$ cat src/rtl/lsb_decoder24_hs.sv
// Handshaked 2-to-4 one-hot decoder: holds a grant until acknowledged or until HOLD_MAX cycles.
// Optional saturating timeout counter on err_cnt, enabled by LSB_DEC_ERR_COUNT_EN.
module lsb_decoder24_hs #(
  parameter int unsigned HOLD_MAX = 15
) (
  input  logic       clk,
  input  logic       rst_n,
  input  logic       in_valid,
  output logic       in_ready,
  input  logic [1:0] idx,
  output logic [3:0] y,
  output logic       y_valid,
  input  logic       y_ack,
  output logic       timeout,
  output logic [7:0] err_cnt
);

  typedef enum logic {StIdle, StActive} state_e;

  localparam logic [7:0] HoldLast = 8'(HOLD_MAX - 1);

  state_e     state_q, state_d;
  logic [3:0] y_q, y_d;
  logic [7:0] hold_q, hold_d;
  logic       timeout_q, timeout_d;

  always_comb begin
    state_d   = state_q;
    y_d       = y_q;
    hold_d    = hold_q;
    timeout_d = 1'b0;
    unique case (state_q)
      StIdle: begin
        if (in_valid) begin
          state_d = StActive;
          y_d     = 4'b0001 << idx;
          hold_d  = 8'd0;
        end
      end
      StActive: begin
        // Acknowledge takes priority over an expiring hold.
        if (y_ack) begin
          state_d = StIdle;
          y_d     = 4'b0000;
          hold_d  = 8'd0;
        end else if (hold_q == HoldLast) begin
          state_d   = StIdle;
          y_d       = 4'b0000;
          hold_d    = 8'd0;
          timeout_d = 1'b1;
        end else begin
          hold_d = hold_q + 8'd1;
        end
      end
      default: begin
        state_d = StIdle;
        y_d     = 4'b0000;
        hold_d  = 8'd0;
      end
    endcase
  end

  always_ff @(posedge clk) begin
    if (!rst_n) begin
      state_q   <= StIdle;
      y_q       <= 4'b0000;
      hold_q    <= 8'd0;
      timeout_q <= 1'b0;
    end else begin
      state_q   <= state_d;
      y_q       <= y_d;
      hold_q    <= hold_d;
      timeout_q <= timeout_d;
    end
  end

  assign in_ready = (state_q == StIdle);
  assign y        = y_q;
  assign y_valid  = |y_q;
  assign timeout  = timeout_q;

`ifdef LSB_DEC_ERR_COUNT_EN
  logic [7:0] err_q;

  always_ff @(posedge clk) begin
    if (!rst_n) begin
      err_q <= 8'd0;
    end else if (timeout_d && (err_q != 8'hff)) begin
      err_q <= err_q + 8'd1;
    end
  end

  assign err_cnt = err_q;
`else
  assign err_cnt = 8'h00;
`endif

endmodule
$ cat config.mk
export PLATFORM = sky130hd
export DESIGN_NAME = lsb_decoder24_hs
export DESIGN_NICKNAME = d
export VERILOG_FILES = /design/src/rtl/lsb_decoder24_hs.sv
export SDC_FILE = /design/constraint.sdc
export NUM_CORES = 1
export LEC_CHECK = 0
export ABC_AREA = 1
export BUFFER_PORTS_ARGS = -buffer_cell sky130_fd_sc_hd__buf_2
export CORE_MARGIN = 8
export CORE_UTILIZATION = 35
export DETAILED_ROUTE_END_ITERATION = 8
export GPL_TIMING_DRIVEN = 0
export SKIP_CTS_REPAIR_TIMING = 1
export SLEW_MARGIN = 20
export SYNTH_ARGS = -nofsm -noshare
export SYNTH_HDL_FRONTEND = slang
export SYNTH_SLANG_ARGS = --single-unit
$ cat constraint.sdc
create_clock -name clk -period 3.25 [get_ports clk]
set_input_delay 0.1625 -clock clk [delete_from_list [all_inputs] [get_ports clk]]
set_output_delay 0.1625 -clock clk [all_outputs]
set_load 0.03 [all_outputs]
* Word level (Yosys, flattened, before mapping)
Index checks and enable logic that the tools add are counted.
** Operators by class
- Add/subtract/negate cells :: 1
- Multipliers :: 0
- Div/mod/pow operators :: 0
- Magnitude comparators :: 0
- Eq/ne operators :: 3
- Shift operators :: 1
- Multiplexer cells :: 13
- Bitwise logic cells :: 2
- Reductions and logical operators :: 3
** Operators with widths (count)
- 2-to-1 mux 8 bit :: 3
- one-hot mux 8 bit (2 select lines) :: 1
- 2-to-1 mux 4 bit :: 3
- adder 8 x 1 -> 8 bit, second input constant :: 1
- equality test 8 x 4 -> 1 bit, second input constant :: 1
- one-hot mux 4 bit (2 select lines) :: 1
- 2-to-1 mux 1 bit :: 4
- OR reduction 4 bit :: 1
- left shift 1 x 2 -> 4 bit, first input constant :: 1
- != test 3 x 2 -> 1 bit, second input constant :: 1
- OR reduction 3 bit :: 1
- != test 2 bit, second input constant :: 1
- NOT 1 bit :: 2
- one-hot mux 1 bit (2 select lines) :: 1
- AND reduction 2 bit :: 1
** Storage, ports and cells
- Flip-flop bits (word level) :: 14
- Latch bits :: 0
- RAM bits :: 0
- Bits in read-only memories :: 0
- Input port bits :: 6
- Memories kept :: 0

* Longest topological paths before layout
- Word-level depth :: 4
- Gate-level depth with buffers :: 7
- Mapped depth without buffers :: 7

* Worst setup path after synthesis
No wires, ideal clock.
- Path type :: register to output
- From :: reg y_q[3] (netlist: y[3])
- To :: out y_valid
- Arrival :: 1112 ps
- Data required time :: 3087 ps
- Setup slack :: 1976 ps
- Cell stages (with the launch flop) :: 2
- Buffers on the path :: 0
- Cell sequence :: dfxtp_1 -> or4_1
** On the way
- Word-level cells in the longest chain between the ends :: 1
** RTL lines
- from (decl) :: line 23 : logic [3:0] y_q, y_d;
- from (signal assigned) :: line 71 : y_q <= y_d;
- OR reduction 4 bit :: line 79 : assign y_valid = |y_q;
- to (decl) :: line 12 : output logic y_valid,
No other way between the ends.

* Worst setup path in the final report
Ends and elaborated chain as after synthesis.

==> metrics.cfg <==
[outcome]
outcome=complete, no violations

[layout]
drive_above_1_share_pct=20.30
nets=142
areaGrowthSynthToFinish_pct=20.52
diodes=0

[floorplanning]
die_y_um=62.85
ios=21
die_w_um=62.85
dieArea_sq_mm=0.003950
std_cell_rows=17
core-area_sq_mm=0.002148
initial_utilization_pct=35.76

[sta]
fmax_ghz=0.6689
rsz0062_at_grt=false
slew_viol_final=0
timing.final.hold_violations=0
clock_skew_ns=0.003682
fin_crit_sh_pct=46.00
fin_setup_tns_ns=0
period_needed_ns=1.495
setup_viol=0
setup_ws_ns=1.755

[logic_synthesis]
ys_ff_latch=14
yosys.area_share.simple_pct=29.97
synth_top_area_share_pct=36.48
yosysWarnings=0
synth_area_sq_um=768.2
synth.most_common_cell=nand2_1
ys_types=19
synth-main-ff-cell=dfxtp_1
synth_compound_area_share_pct=13.19
ys_seq_area_share_pct=36.48
synth_top_area_cell=dfxtp_1
synth_area_per_cell_sq_um=6.984
synth_area_leaders=dfxtp_1 36%, nand2_1 9.8%, a21oi_1 9.1%, nand3_1 9.1%, buf_4 7.8%
synth-xor-area-share_pct=2.280
synth_commonest_cells=20 x nand2_1, 14 x a21oi_1, 14 x dfxtp_1, 14 x nand3_1, 11 x inv_1
synthCells=110
synthMuxAreaShare_pct=0
synth_top_family_by_area=simple AND/OR/NAND/NOR gates
synth_edf_count=0
yosys.area_share.adder_pct=3.257
async_flop_share_pct=0

[global_routing]
grt_pass1_wl_um=3174
grt_overflow=0
grt_use_total_pct=9.531
antenna_found_initial=0
first_global_vias=738
grt_max_degree=10

[clock_tree]
clock_latency_ns=0.29
htree_num_levels=1
cts.sinks=14
cts_root_buf=clkbuf_4
cts_tree=yes
clk_pin_slew_ns=0.09
clockBufferDepth=2
tritoncts.num_buffers=3

[route]
vias=739
ant_nets=0
wl_per_cell_um=11.09
drtIter0Drc=9
drt_wl_total_um=1786
via_per_inst=4.590
drc=0
first_pass_iters=4

[power]
p_seq_share_pct=47.8
powerDensity_mw_per_mm2=403.3
pwr-share-comb_pct=17.3
leakage_nw=0.4184
swShare_pct=29.29
ir_worst_vdd_mv=0.2817
pwr-share-clk_pct=34.9
internal_power_uw=264.1
p_switching_uw=109.4

[critical_path]
rr_startpoint=hold_q[0]
cp.arrival_ns=1.33
cp-start-kind=flop
critical_path_class=flop to output pin
worstSetupEndpoint=y_valid
reg2reg_slack_ns=1.87
worstSetupEndpointType=output pin
path_max_fanout=3
r2r-end=y[2]
crit_start=y[3]
reg2reg_depth=7
cp_data_required_time_ns=3.09

[placed_design]
gp_congestion=0.8682
pre_cts_ws_ns=1.882
hpwlAfterDp_um=1403
port_buffers=12

[worst_hold_path]
hold_class=input port to flop

[run]
maxCapViolCount=0

==> layout by cell type (no fill, tap or decap) <==
| master | synthesis | layout |
|---|---|---|
| nand2_1 | 20 | 20 |
| nand3_1 | 14 | 14 |
| a21oi_1 | 14 | 14 |
| dfxtp_1 | 14 | 14 |
| buf_2 | 1 | 13 |
| inv_1 | 11 | 11 |
| nor2_1 | 8 | 8 |
| buf_4 | 8 | 8 |
| conb_1 | 1 | 8 |
| nor3_1 | 4 | 4 |
| o21ai_0 | 4 | 4 |
| clkbuf_4 | 0 | 3 |
| nand3b_1 | 2 | 2 |
| xor2_1 | 2 | 2 |
| ha_1 | 2 | 2 |
| or4_1 | 1 | 1 |
| o21bai_2 | 1 | 1 |
| nor2_2 | 1 | 1 |
| or2_1 | 1 | 1 |
| clkinv_1 | 1 | 1 |
| clkbuf_8 | 0 | 1 |
==> power by group through the flow <==
stage               Sequential (mW)  Combinational [mW]  Clock [mW]
floorplan                     0.187              0.0447           0
global route                  0.179              0.0705       0.143
CTS                           0.179              0.0647       0.134
global placement              0.183              0.0638           0
detailed placement            0.183              0.0643           0
finish                        0.179              0.0645       0.130
==> registers in the layout, indices dropped and copies added, names as in the netlist <==
| register | cells |
|---|---|
| timeout | 1 |
| hold_q | 8 |
| state_q | 1 |
| y | 4 |
==> worst max-delay path: stages, from the launching register on <==
cell	delay [ns]
dfxtp_1	0.33
or4_1	0.52
buf_2	0.19
==> per-layer routing <==
layer / track usage (%) / part of all wire, %
met5: 0 / 0
met4: 2.849 / 0.67
met3: 5.376 / 8.0
met2: 15.39 / 44
met1: 10.37 / 48
==> through the flow <==
| stage | hold WS [ns] | instance area (sq um) | total power, mW | utilization (%) | cells |
|---|---|---|---|---|---|
| after floorplan | 0.2832 | 794.5 | 0.2316 | - | 117 |
| after global placement | 0.4538 | 889.6 | 0.2465 | 41.41 | 157 |
| after detailed placement | 0.4584 | 889.6 | 0.2471 | 41.41 | 157 |
| after CTS | 0.1483 | 925.9 | 0.3774 | 43.10 | 161 |
| after global routing | 0.1519 | 925.9 | 0.3926 | 43.10 | 161 |
| final | 0.1540 | 925.9 | 0.3735 | 43.10 | 161 |
==> how the worst min path moves through the flow <==
stage / from / slack (ns) / cells after the start / end
2_1_floorplan: rst_n / 0.28 / 2 / y[0]
3_3_place_gp: idx[0] / 0.45 / 3 / y[1]
3_5_place_dp: rst_n / 0.46 / 3 / y[0]
4_1_cts: rst_n / 0.15 / 3 / y[0]
5_1_grt: rst_n / 0.15 / 3 / y[0]
6_report: rst_n / 0.15 / 3 / y[0]
==> cell families after synthesis <==
| family | Yosys count |
|---|---|
| compound gates | 19 |
| xor+xnor | 2 |
| fa+ha+maj | 2 |
| buf+inv | 21 |
| flops | 14 |
| other cells | 1 |
| simple gates | 51 |
==> layout make-up <==
class                           count  area (sq um)
Inverter                           12         45.04
Fill cell                         229          1222
Timing Repair Buffer               12         60.06
Clock buffer                        4         36.28
Multi-Input combinational cell     82         404.1
Sequential cell                    14         280.3
Buffer                              9         65.06
Tap cell                           28         35.03
(Power assumes the default switching activity.)
